==> src/rtl/uart_tx_fifo.sv <==
// UART transmitter (8 data bits, LSB first) fed by a small byte FIFO.
// Define UART_TX_PARITY_EN to insert a parity bit after bit 7; PARITY_ODD selects odd or even parity.
module uart_tx_fifo #(
  parameter int unsigned CLK_FREQ   = 50000000,
  parameter int unsigned BAUD_RATE  = 9600,
  parameter int unsigned FIFO_DEPTH = 4,
  parameter int unsigned STOP_BITS  = 1,
  parameter int unsigned PARITY_ODD = 0
) (
  input  logic                          clk,
  input  logic                          reset,
  input  logic [7:0]                    tx_data,
  input  logic                          tx_valid,
  output logic                          tx_ready,
  output logic                          tx_line,
  output logic                          tx_busy,
  output logic                          tx_done,
  output logic [$clog2(FIFO_DEPTH):0]   fifo_count
);

  localparam int unsigned CLKS_PER_BIT = CLK_FREQ / BAUD_RATE;
  localparam int unsigned AW           = $clog2(FIFO_DEPTH);
  localparam int unsigned CW           = AW + 1;
  localparam logic [15:0] BIT_LAST     = 16'(CLKS_PER_BIT - 1);
  localparam logic [15:0] STOP_LAST    = 16'(STOP_BITS * CLKS_PER_BIT - 1);

  // Reject parameter sets the datapath cannot represent.
  if (FIFO_DEPTH < 2 || FIFO_DEPTH > 16 || (FIFO_DEPTH & (FIFO_DEPTH - 1)) != 0 ||
      STOP_BITS < 1 || STOP_BITS > 2 || PARITY_ODD > 1 || CLKS_PER_BIT < 2) begin : g_param_check
    $error("uart_tx_fifo: unsupported parameter set");
  end

`ifdef UART_TX_PARITY_EN
  typedef enum logic [2:0] {IDLE, START, DATA, PARITY, STOP} state_t;
`else
  typedef enum logic [1:0] {IDLE, START, DATA, STOP} state_t;
`endif

  logic [7:0]    mem [FIFO_DEPTH];
  logic [AW-1:0] wr_ptr;
  logic [AW-1:0] rd_ptr;
  logic          push;
  logic          pop;
  logic [CW-1:0] count_n;
  logic [7:0]    head;

  state_t      state, state_n;
  logic [15:0] cnt, cnt_n;
  logic [2:0]  bit_idx, bit_idx_n;
  logic [7:0]  shift, shift_n;
  logic        line_n;
  logic        busy_n;
  logic        done_n;
`ifdef UART_TX_PARITY_EN
  logic        parity_bit, parity_n;
`endif

  assign push    = tx_valid && tx_ready;
  assign head    = mem[rd_ptr];
  assign count_n = fifo_count + CW'(push) - CW'(pop);

  // FIFO pointers and occupancy; ready is registered from the next count.
  always_ff @(posedge clk or posedge reset) begin
    if (reset) begin
      wr_ptr     <= '0;
      rd_ptr     <= '0;
      fifo_count <= '0;
      tx_ready   <= 1'b1;
    end else begin
      if (push) wr_ptr <= wr_ptr + AW'(1);
      if (pop)  rd_ptr <= rd_ptr + AW'(1);
      fifo_count <= count_n;
      tx_ready   <= (count_n < CW'(FIFO_DEPTH));
    end
  end

  always_ff @(posedge clk) begin
    if (push) mem[wr_ptr] <= tx_data;
  end

  // Transmitter state register.
  always_ff @(posedge clk or posedge reset) begin
    if (reset) begin
      state   <= IDLE;
      cnt     <= '0;
      bit_idx <= '0;
      shift   <= '0;
      tx_line <= 1'b1;
      tx_busy <= 1'b0;
      tx_done <= 1'b0;
`ifdef UART_TX_PARITY_EN
      parity_bit <= 1'b0;
`endif
    end else begin
      state   <= state_n;
      cnt     <= cnt_n;
      bit_idx <= bit_idx_n;
      shift   <= shift_n;
      tx_line <= line_n;
      tx_busy <= busy_n;
      tx_done <= done_n;
`ifdef UART_TX_PARITY_EN
      parity_bit <= parity_n;
`endif
    end
  end

  // Next-state and registered-output values.
  always_comb begin
    state_n   = state;
    cnt_n     = cnt;
    bit_idx_n = bit_idx;
    shift_n   = shift;
    line_n    = tx_line;
    busy_n    = tx_busy;
    done_n    = 1'b0;
    pop       = 1'b0;
`ifdef UART_TX_PARITY_EN
    parity_n  = parity_bit;
`endif
    case (state)
      IDLE: begin
        line_n = 1'b1;
        busy_n = 1'b0;
        if (fifo_count != '0) begin
          pop     = 1'b1;
          shift_n = head;
`ifdef UART_TX_PARITY_EN
          parity_n = (^head) ^ 1'(PARITY_ODD);
`endif
          cnt_n   = '0;
          state_n = START;
          line_n  = 1'b0;
          busy_n  = 1'b1;
        end
      end
      START: begin
        if (cnt == BIT_LAST) begin
          cnt_n     = '0;
          bit_idx_n = '0;
          state_n   = DATA;
          line_n    = shift[0];
        end else begin
          cnt_n = cnt + 16'd1;
        end
      end
      DATA: begin
        if (cnt == BIT_LAST) begin
          cnt_n = '0;
          if (bit_idx == 3'd7) begin
`ifdef UART_TX_PARITY_EN
            state_n = PARITY;
            line_n  = parity_bit;
`else
            state_n = STOP;
            line_n  = 1'b1;
`endif
          end else begin
            shift_n   = {1'b0, shift[7:1]};
            bit_idx_n = bit_idx + 3'd1;
            line_n    = shift[1];
          end
        end else begin
          cnt_n = cnt + 16'd1;
        end
      end
`ifdef UART_TX_PARITY_EN
      PARITY: begin
        if (cnt == BIT_LAST) begin
          cnt_n   = '0;
          state_n = STOP;
          line_n  = 1'b1;
        end else begin
          cnt_n = cnt + 16'd1;
        end
      end
`endif
      STOP: begin
        if (cnt == STOP_LAST) begin
          cnt_n  = '0;
          done_n = 1'b1;
          // Chain straight into the next frame when a byte is waiting.
          if (fifo_count != '0) begin
            pop     = 1'b1;
            shift_n = head;
`ifdef UART_TX_PARITY_EN
            parity_n = (^head) ^ 1'(PARITY_ODD);
`endif
            state_n = START;
            line_n  = 1'b0;
          end else begin
            state_n = IDLE;
            busy_n  = 1'b0;
          end
        end else begin
          cnt_n = cnt + 16'd1;
        end
      end
      default: state_n = IDLE;
    endcase
  end

endmodule

==> config.mk <==
export PLATFORM = sky130hd
export DESIGN_NAME = uart_tx_fifo
export DESIGN_NICKNAME = d
export VERILOG_FILES = /design/src/rtl/uart_tx_fifo.sv
export SDC_FILE = /design/constraint.sdc
export NUM_CORES = 1
export LEC_CHECK = 0
export ABC_AREA = 1
export CAP_MARGIN = 20
export CORE_ASPECT_RATIO = 1.1
export CORE_MARGIN = 3
export CORE_UTILIZATION = 57
export DETAILED_ROUTE_END_ITERATION = 12
export DONT_BUFFER_PORTS = 1
export PLACE_DENSITY = 0.75
export SYNTH_ARGS = -nofsm -noshare
export SYNTH_HDL_FRONTEND = slang
export SYNTH_SLANG_ARGS = --single-unit
==> constraint.sdc <==
create_clock -name clk -period 2.2 [get_ports clk]
set_input_delay 0.22 -clock clk [delete_from_list [all_inputs] [get_ports clk]]
set_output_delay 0.22 -clock clk [all_outputs]
set_load 0.1 [all_outputs]
==> results by group, run 1 <==
Clock network
  • H-tree lvl count: 3
  • Worst-path clk slew: 0.08 ns
  • CTS tree: built
  • Max clock buf depth: 2
  • CTS Root Cell: clkbuf_8
  • CTS buffer count: 9
  • # clock sinks: 72
  • Latest clock arrival within the worst-skew pair: 0.36 ns

Detailed routing
  • Post-detailed-route count of antenna-violating nets: 0
  • Routed len/inst: 15.0 µm
  • Pre-Repair DR Iteration Count: 4
  • DRT iter0 DRCs: 179
  • Final WL: 8210 µm
  • Vias/cell: 5.32
  • Routed vias: 2907
  • Residual DRC: 0

Critical path
  • Max Fanout on Critical Path: 2
  • RR Endpoint: fifo_count[1]$_DFF_PP0_
  • Register-to-register setup slack: 0.04 ns
  • Reg2Reg Launch Point: cnt[0]$_DFFE_PP0N_
  • Reg2reg path depth: 15
  • Worst setup SP type: flip-flop
  • Crit path arrival time: 2.41 ns
  • CP Class: flip-flop to flip-flop
  • CP endpoint kind: flip-flop
  • Critical Path RT: 2.45 ns

Timing
  • F_max: 463 MHz
  • Endpoints failing hold: 0
  • Setup Viol. Count Final: 0
  • Crit share post-route: 98.1%
  • Relative slew margins: 42.7%
  • Worst-Margin Slew: 0.859 ns
  • Max Slew Vio Count: 0
  • RSZ-0062 raised after global routing: yes
  • Skew final: 0.00913 ns
  • Minimum clock period after layout: 2.16 ns

Global route
  • Global-route wire length before repair: 13700 µm
  • GRT overflow: 0
  • Initial antenna violation count: 0
  • GRT Util Overall: 24.5%
  • Largest net degree at the start of global routing: 41
  • Vias in the first global route: 2866

Yosys
  • Cell count after synthesis: 399
  • Net count after synthesis: 426
  • Syn_area_per_cell: 9.11 µm²
  • Synth warn: 0
  • Sequential-to-total area share from yosys stat: 54.1%
  • Synthesized area: 0.00363 mm²
  • FF+latch count, synth: 72
  • Distinct cells, synth: 33

Power
  • Power Total: 5.97 mW
  • Lkg Pwr: 2.09 nW
  • VDD IR max: 0.00103 V
  • P per Cell Area: 1330 mW/mm²

Outcome
  • Status: finished clean

Min path
  • Hold Path Stages: 3
  • Min-Delay Path Class: input port to flip-flop
  • Hold wc startpoint: tx_valid
  • Hold Path Sink: wr_ptr[1]$_DFFE_PP0P_

Run
  • Max cap viols: 0

Die
  • Core area: 0.00599 mm²
  • Die Y: 89.7 µm
  • Initial Util: 60.7%
  • Row cnt: 29
  • Die area: 0.00737 mm²
  • I/O pin count: 18
  • Die X: 82.1 µm

Final layout
  • Layout cell share with drive strength beyond 1: 23.5%
  • Most common cell after layout, fill and taps aside: nand2_1
  • Most frequent cells in the layout: nand2_1 (113), buf_4 (51), nand3_1 (48)
  • Nets: 491
  • Ant diodes: 0
  • Area grow syn2layout: 23.6%
  • Post-route insts no fill: 546

Placed design
  • Detail Placement HPWL: 5040 µm
  • Routability congestion estimate: 0.892
  • Cells after DPL: 512
  • I/O Buffers: 0
synthesized netlist by cell type (all sizes together):
master / n / area share, %
dfrtp: 38 / 26
a21boi: 1 / 0.21
ha: 15 / 5.2
nand3: 51 / 7.0
nor3: 3 / 0.72
o21ai: 19 / 3.2
o22ai: 6 / 1.0
o31ai: 1 / 0.21
clkinv: 2 / 0.24
nand2: 121 / 13
xor2: 10 / 2.4
buf: 6 / 0.90
fa: 1 / 0.55
nand4: 9 / 1.7
o21bai: 1 / 0.21
o211ai: 1 / 0.21
a21oi: 3 / 0.41
nor2: 32 / 3.9
inv: 45 / 4.6
edfxtp: 32 / 26
dfstp: 2 / 1.4
cells by family after synthesis:
logic type / Yosys count / share of synthesized area (%)
AND/OR/NAND/NOR: 216 / 26.5
flip-flops: 72 / 54.1
buffers and inverters: 53 / 5.78
AO/OA/AOI/OAI: 32 / 5.51
adder cells (fa/ha/maj): 16 / 5.72
XOR/XNOR: 10 / 2.41
power breakdown:
part           internal, mW  switching, mW  leakage (nW)
combinational         0.987           1.80          1.18
sequential             1.75          0.226         0.802
clock                 0.652          0.561         0.108
total                  3.39           2.58          2.09
through the flow:
step	utilization [%]	hold WS, ns	cell area (µm²)	setup TNS [ns]	setup slack [ns]
finish	75.0	0.311	4490	0	0.0414
global placement	67.4	0.266	4030	-0.0160	-0.0160
detailed placement	67.4	0.272	4030	-0.169	-0.0667
CTS	73.8	0.274	4420	0	0.0180
floorplan	-	0.319	3650	-0.123	-0.0589
global route	75.0	0.314	4490	-0.108	-0.0432
sequential cells by signal, summed over array words and instances, names as in the netlist:
signal and count:
bit_idx 3, tx_done 1, rd_ptr 2, mem 32, tx_busy 1, state 2
shift 8, tx_line 1, cnt 16, wr_ptr 2, tx_ready 1, fifo_count 3
worst max-delay path, cell delays in order, from the launching register on:
cell and delay (ns):
dfrtp_1 0.40, ha_4 0.16, nand2_4 0.06, inv_4 0.06, nand2_4 0.04, nor2_4 0.09, nand3_2 0.08, nand2_2 0.09
nand3_2 0.08, inv_2 0.07, ha_4 0.20, inv_4 0.05, ha_4 0.11, inv_2 0.03, fa_2 0.51, inv_2 0.03
repair_timing:
action / 4_1_cts / 5_1_grt
pin swaps: 4 / 4
buffers inserted: 4 / 5
hold endpoints to repair: 70 / 0
gates resized for setup: 9 / 8
hold buffers: 9 / 0
setup endpoints to repair: 3 / 3
layout make-up:
class                   instances  area, µm²
clock buffers                   9        124
clock inverters                 7        104
fillers                       415       1500
inverters                      47        181
multi-input cells             274       1540
flip-flops and latches         72       1970
well taps                      77       96.3
repair buffers                 60        473
how the worst max path moves through the flow:
stage	startpoint	endpoint	slack [ns]
after floorplan	cnt[0]$_DFFE_PP0N_	fifo_count[1]$_DFF_PP0_	-0.06
after global placement	cnt[1]$_DFFE_PP0N_	fifo_count[1]$_DFF_PP0_	-0.02
after detailed placement	cnt[1]$_DFFE_PP0N_	fifo_count[1]$_DFF_PP0_	-0.07
after CTS	cnt[0]$_DFFE_PP0N_	tx_ready$_DFF_PP1_	0.02
after global routing	cnt[0]$_DFFE_PP0N_	tx_ready$_DFF_PP1_	-0.04
final	cnt[0]$_DFFE_PP0N_	fifo_count[1]$_DFF_PP0_	0.04
routing by layer:
| layer | GRT usage [%] | vias to the layer above | part of all wire, % |
|---|---|---|---|
| met4 | 8.86 | 0 | 2.5 |
| met1 | 31.9 | 1364 | 41 |
| met3 | 6.20 | 16 | 5.6 |
| li1 | - | 1443 | - |
| met5 | 0 | - | 0 |
| met2 | 38.9 | 84 | 50 |
Power figures use the tool's default switching activity.
==> inputs of run 2 (changes only) <==
- CELL_PAD_IN_SITES_DETAIL_PLACEMENT: unset -> 2
- CELL_PAD_IN_SITES_GLOBAL_PLACEMENT: unset -> 2
- CORE_UTILIZATION: 57 -> 36
- PLACE_DENSITY: 0.75 -> unset
- PLACE_DENSITY_LB_ADDON: unset -> 0.1
==> run 2 against run 1 <==
  * The run now ends with negative setup slack left
  * Hold slack got worse by 0.026 ns
  * Design area increased by 2.1%
  * Sequential share of layout area decreased by 0.90 points
  * Highest routed layer unchanged
  * Cell count increased by 9.0%
  * Worst setup slack got worse by 0.071 ns
  * Largest cell class unchanged
  * Count of clock-buffer cells in the layout unchanged
  * Register-to-register slack got worse by 0.07 ns
  * Combinational power increased by 11%
  * Largest power group unchanged
==> results by group, run 2 (synthesis gave the netlist of run 1 again) <==
Outcome
  • Status: complete, but fails checks
  • Failing checks: negative setup slack

Final layout
  • Area grow syn2layout: 26.2%
  • Nets: 500 (+1.8%)
  • Ant diodes: 0 (unchanged)
  • Reg with most FFs: mem
  • Most common cell after layout, fill and taps aside: nand2_1
  • Layout cell share with drive strength beyond 1: 25.5% (+2.1 points)
  • Most frequent cells in the layout: nand2_1 (110), buf_4 (58), nand3_1 (48)
  • Largest register FFs: 32 (unchanged)
  • Filler cells: 1021 (+150%)
  • Biggest regs: mem (32), cnt (16), shift (8)
  • Post-route insts no fill: 595 (+9.0%)

Clock network
  • Worst-path clk slew: 0.10 ns (+0.02 ns)
  • CTS tree: built
  • CTS buffer count: 9 (unchanged)
  • Max clock buf depth: 2 (unchanged)
  • Latest clock arrival within the worst-skew pair: 0.36 ns (about the same)
  • H-tree lvl count: 3 (unchanged)
  • CTS Root Cell: clkbuf_8
  • # clock sinks: 72 (unchanged)

Timing
  • Post-route setup slack: -0.0294 ns (-0.0707 ns)
  • Relative slew margins: 41.3% (-1.5 points)
  • Minimum clock period after layout: 2.23 ns (+0.0707 ns)
  • Crit share post-route: 101% (+3.2 points)
  • Worst-Margin Slew: 0.875 ns (+0.0160 ns)
  • Setup Viol. Count Final: 3 (+3)
  • Max Slew Vio Count: 0 (unchanged)
  • Endpoints failing hold: 0 (unchanged)
  • F_max: 449 MHz (-3.2%)
  • Worst Hold Slack: 0.285 ns (-0.0260 ns)
  • Skew final: 0.0153 ns (+0.00615 ns)
  • RSZ-0062 raised after global routing: yes

Global route
  • Vias in the first global route: 3470 (+21%)
  • Largest net degree at the start of global routing: 23 (-44%)
  • Global-route wire length before repair: 17500 µm (+28%)
  • GRT Util Overall: 20.0% (-4.5 points)
  • Initial antenna violation count: 0 (unchanged)
  • GRT overflow: 0 (unchanged)

Detailed routing
  • Post-detailed-route count of antenna-violating nets: 0 (unchanged)
  • Vias/cell: 5.12 (-3.8%)
  • Residual DRC: 0 (unchanged)
  • Final WL: 10600 µm (+29%)
  • DRT iter0 DRCs: 36 (-80%)
  • Pre-Repair DR Iteration Count: 4 (unchanged)
  • Routed vias: 3047 (+4.8%)
  • Routed len/inst: 17.8 µm (+18%)

Critical path
  • Worst setup SP type: flip-flop
  • Critical Path RT: 2.48 ns (+0.03 ns)
  • Max Fanout on Critical Path: 2 (unchanged)
  • CP Class: flip-flop to flip-flop
  • Crit path arrival time: 2.51 ns (+0.10 ns)
  • CP endpoint kind: flip-flop

Die
  • Core area: 0.00958 mm² (+60%)
  • Die Y: 111 µm (+24%)
  • Die X: 102 µm (+24%)
  • Row cnt: 37 (+28%)
  • Die area: 0.0113 mm² (+54%)
  • Initial Util: 37.9% (-23 points)
  • I/O pin count: 18 (unchanged)

Power
  • Clk network pwr share: 16.6% (-3.7 points)
  • Switching Fraction: 46.1% (+2.8 points)
  • P per Cell Area: 1330 mW/mm² (+0.13%)
  • Internal power: 3.29 mW (-2.9%)
  • Logic pwr share: 50.6% (+4.0 points)
  • Seq pwr share: 32.7% (-0.4 points)
  • Net Sw Power: 2.82 mW (+9.0%)
  • Lkg Pwr: 2.12 nW (+1.2%)
  • VDD IR max: 0.000670 V (-35%)

Placed design
  • Detail Placement HPWL: 7340 µm (+46%)
  • Routability congestion estimate: 0.787 (-12%)
  • Cells after DPL: 555 (+8.4%)
  • I/O Buffers: 0 (unchanged)

Min path
  • Min-Delay Path Class: input port to flip-flop

Run
  • Max cap viols: 0 (unchanged)
run 2: changes by cell type in the layout (fill, tap and decap cells not counted), moves of 2 or more:
cell / before / now
buf_4: 51 / 58
nand2_1: 113 / 110
nand2_2: 4 / 7
buf_6: 0 / 2
bufinv_16: 2 / 0
inv_6: 1 / 3
run 2: path summary, 6_finish.rpt:
check	start	end	slack, ns	depth (start not counted)
hold / removal	tx_valid	wr_ptr[0]$_DFFE_PP0P_	0.29	3
hold reg to reg	shift[4]$_DFFE_PP0P_	shift[4]$_DFFE_PP0P_	0.48	2
setup / recovery	cnt[0]$_DFFE_PP0N_	tx_ready$_DFF_PP1_	-0.03	16
max in group asynchronous	reset	cnt[8]$_DFFE_PP0N_	1.11	3
setup reg to reg	cnt[0]$_DFFE_PP0N_	tx_ready$_DFF_PP1_	-0.03	16
min in group asynchronous	reset	bit_idx[2]$_DFFE_PP0P_	0.38	2
run 2: per-layer routing:
metal	vias up	track usage, %	wire length, µm
met1	1558	23.0	4270
met4	0	5.32	158
li1	1455	-	-
met5	-	0	0
met3	13	3.82	183
met2	21	37.1	5980
run 2: area by class of cell:
class                   count  area, µm²  area share (%)
flip-flops and latches     72       1970            43.0
multi-input cells         274       1550            33.9
repair buffers             69        548            12.0
inverters                  47        179            3.90
well taps                 117        146            3.19
clock buffers               9        124            2.70
clock inverters             7       61.3            1.34
run 2: per-stage QoR:
stage,utilization [%],cell area [µm²],setup TNS (ns),total power [mW],worst slack (ns)
detailed placement,42.8,4110,-0.436,4.68,-0.180
global route,47.9,4590,-0.534,6.62,-0.158
finish,47.9,4590,-0.0661,6.11,-0.0294
floorplan,-,3650,-0.123,3.79,-0.0589
CTS,47.2,4530,-0.0552,6.00,-0.0222
global placement,42.8,4110,-0.0754,4.53,-0.0371
run 2: critical path: stages (launching register included):
cell and delay [ns]:
dfrtp_1 0.41, ha_4 0.17, nand2_4 0.06, inv_4 0.07, nand2_4 0.05, nor2_4 0.11, nand3_2 0.07, nand2_2 0.10
nand3_4 0.07, inv_2 0.07, ha_4 0.19, inv_2 0.06, ha_4 0.12, inv_2 0.03, fa_2 0.34, xor2_2 0.16
inv_1 0.07
run 2: timing repair:
action                     in CTS  in global routing
hold endpoints to repair       50                  0
gates resized for setup        11                 11
hold buffers                    9                  0
pin swaps                       7                  7
setup endpoints to repair       3                 13
setup buffers                  13                  4
run 2: power by group through the flow:
stage	sequential, mW	clock, mW	combinational [mW]
after CTS	1.98	1.05	2.97
after global placement	1.99	0	2.54
after global routing	2.03	1.10	3.49
after floorplan	2.29	0	1.50
after detailed placement	2.01	0	2.68
final	2.00	1.01	3.09
==> inputs of run 3 (changes only) <==
- SETUP_SLACK_MARGIN: unset -> 0.2
==> run 3 against run 2 <==
  * Via count increased by 0.26%
  * Cell count increased by 0.17%
  * Core utilization increased by 0.37 points
  * Non-clock buffer count increased by 1
  * The flow still finishes with violations (negative setup slack)
  * Clock power about the same
  * Wire length increased by 2.0%
==> results by group, run 3 (synthesis gave the netlist of run 1 again) <==
Run
  • Max cap viols: 0 (unchanged)

Clock network
  • # clock sinks: 72 (unchanged)
  • CTS tree: built
  • H-tree lvl count: 3 (unchanged)
  • Worst-path clk slew: 0.10 ns (about the same)
  • Latest clock arrival within the worst-skew pair: 0.37 ns (about the same)
  • Max clock buf depth: 2 (unchanged)
  • CTS Root Cell: clkbuf_8
  • CTS buffer count: 9 (unchanged)

Power
  • Internal power: 3.36 mW (+2.0%)
  • Net Sw Power: 2.89 mW (+2.5%)
  • P per Cell Area: 1350 mW/mm² (+1.5%)
  • Logic pwr share: 51.5% (+0.9 points)
  • Switching Fraction: 46.2% (+0.12 points)
  • VDD IR max: 0.000733 V (+9.5%)
  • Clk network pwr share: 16.4% (-0.2 points)
  • Lkg Pwr: 2.13 nW (+0.78%)
  • Seq pwr share: 32.1% (-0.6 points)

Timing
  • Post-route setup slack: -0.0648 ns (-0.0355 ns)
  • Minimum clock period after layout: 2.26 ns (+0.0355 ns)
  • Worst Hold Slack: 0.279 ns (-0.00594 ns)
  • Crit share post-route: 103% (+1.6 points)
  • Worst-Margin Slew: 0.870 ns (-0.00578 ns)
  • Setup Viol. Count Final: 3 (unchanged)
  • F_max: 442 MHz (-1.6%)
  • Max Slew Vio Count: 0 (unchanged)
  • Skew final: 0.0206 ns (+0.00530 ns)
  • Endpoints failing hold: 0 (unchanged)
  • Relative slew margins: 41.7% (+0.39 points)
  • RSZ-0062 raised after global routing: yes

Global route
  • GRT overflow: 0 (unchanged)
  • Global-route wire length before repair: 17500 µm (unchanged)
  • Initial antenna violation count: 0 (unchanged)
  • GRT Util Overall: 20.0% (unchanged)
  • Vias in the first global route: 3470 (unchanged)
  • Largest net degree at the start of global routing: 23 (unchanged)

Critical path
  • Max Fanout on Critical Path: 2 (unchanged)
  • Critical Path RT: 2.49 ns (about the same)
  • CP Class: flip-flop to flip-flop
  • Crit path arrival time: 2.55 ns (+0.04 ns)
  • Worst setup SP type: flip-flop
  • CP endpoint kind: flip-flop

Detailed routing
  • DRT iter0 DRCs: 44 (+22%)
  • Final WL: 10800 µm (+2.0%)
  • Vias/cell: 5.13 (about the same)
  • Post-detailed-route count of antenna-violating nets: 0 (unchanged)
  • Pre-Repair DR Iteration Count: 4 (unchanged)
  • Routed len/inst: 18.1 µm (+1.9%)
  • Routed vias: 3055 (+0.26%)
  • Residual DRC: 0 (unchanged)

Final layout
  • Most frequent cells in the layout: nand2_1 (110), buf_4 (53), nand3_1 (48)
  • Nets: 501 (+0.20%)
  • Most common cell after layout, fill and taps aside: nand2_1
  • Reg with most FFs: mem
  • Layout cell share with drive strength beyond 1: 25.7% (+0.16 points)
  • Ant diodes: 0 (unchanged)
  • Biggest regs: mem (32), cnt (16), shift (8)
  • Largest register FFs: 32 (unchanged)
  • Final instance area: 0.00462 mm² (+0.76%)
  • Area grow syn2layout: 27.2%

Die
  • Die X: 102 µm (unchanged)
  • Initial Util: 37.9% (unchanged)
  • Core area: 0.00958 mm² (unchanged)
  • Row cnt: 37 (unchanged)
  • Die area: 0.0113 mm² (unchanged)
  • Die Y: 111 µm (unchanged)
  • I/O pin count: 18 (unchanged)

Placed design
  • Routability congestion estimate: 0.787 (unchanged)
  • Cell Area, Placed: 0.00411 mm² (unchanged)
  • I/O Buffers: 0 (unchanged)
  • Detail Placement HPWL: 7340 µm (unchanged)

Outcome
  • Status: complete, but fails checks
  • Failing checks: negative setup slack

Min path
  • Min-Delay Path Class: input port to flip-flop
-- run 3: worst paths after layout --
| check | from | end | slack [ns] | cells past startpoint |
|---|---|---|---|---|
| max | cnt[0]$_DFFE_PP0N_ | tx_ready$_DFF_PP1_ | -0.06 | 16 |
| min | tx_valid | wr_ptr[0]$_DFFE_PP0P_ | 0.28 | 3 |
| max reg2reg | cnt[0]$_DFFE_PP0N_ | tx_ready$_DFF_PP1_ | -0.06 | 16 |
| min reg2reg | shift[4]$_DFFE_PP0P_ | shift[4]$_DFFE_PP0P_ | 0.48 | 2 |
| max in group asynchronous | reset | shift[0]$_DFFE_PP0P_ | 1.13 | 3 |
| min in group asynchronous | reset | rd_ptr[1]$_DFFE_PP0P_ | 0.37 | 2 |
-- run 3: layout make-up --
type                            count  area [µm²]
Fill cell                        1015        4960
Sequential cell                    72        1970
Multi-Input combinational cell    274        1560
Timing Repair Buffer               70         578
Inverter                           47         179
Tap cell                          117         146
Clock buffer                        9         124
Clock inverter                      7        61.3
-- run 3: per-stage QoR --
stage | instances | total power, mW | setup TNS [ns] | worst slack (ns) | utilization, %
final | 596 | 6.25 | -0.170 | -0.0648 | 48.2
after global routing | 596 | 6.74 | -0.602 | -0.183 | 48.2
after CTS | 593 | 6.00 | -0.0552 | -0.0222 | 47.3
after detailed placement | 555 | 4.68 | -0.436 | -0.180 | 42.8
after global placement | 555 | 4.53 | -0.0754 | -0.0371 | 42.8
after floorplan | 399 | 3.79 | -0.123 | -0.0589 | -
-- run 3: routing by layer --
metal	GRT usage, %	part of all wire (%)
met4	5.32	1.9
met5	0	0
met2	37.1	56
met3	3.82	1.7
met1	23.0	41
-- run 3: what timing repair did --
action	4_1_cts	5_1_grt
setup endpoints to repair	4	14
endpoints found under the hold margin	50	0
pin swaps	7	7
resized for setup	12	17
buffers inserted	13	3
hold buffers	9	0
-- run 3: worst max-delay path, cell delays in order, from the launching register on --
cell and delay (ns):
dfrtp_1 0.42, ha_4 0.17, nand2_4 0.05, inv_4 0.06
nand2_4 0.05, nor2_4 0.11, nand3_2 0.07, nand2_2 0.10
nand3_4 0.08, inv_2 0.08, ha_4 0.19, inv_2 0.06
ha_4 0.12, inv_2 0.04, fa_2 0.34, xor2_2 0.16
inv_1 0.07
-- run 3: power groups by stage --
stage | clock [mW] | sequential (mW) | combinational, mW
2_1_floorplan | 0 | 2.29 | 1.50
3_3_place_gp | 0 | 1.99 | 2.54
3_5_place_dp | 0 | 2.01 | 2.68
4_1_cts | 1.05 | 1.98 | 2.97
5_1_grt | 1.11 | 2.04 | 3.60
6_report | 1.03 | 2.01 | 3.21
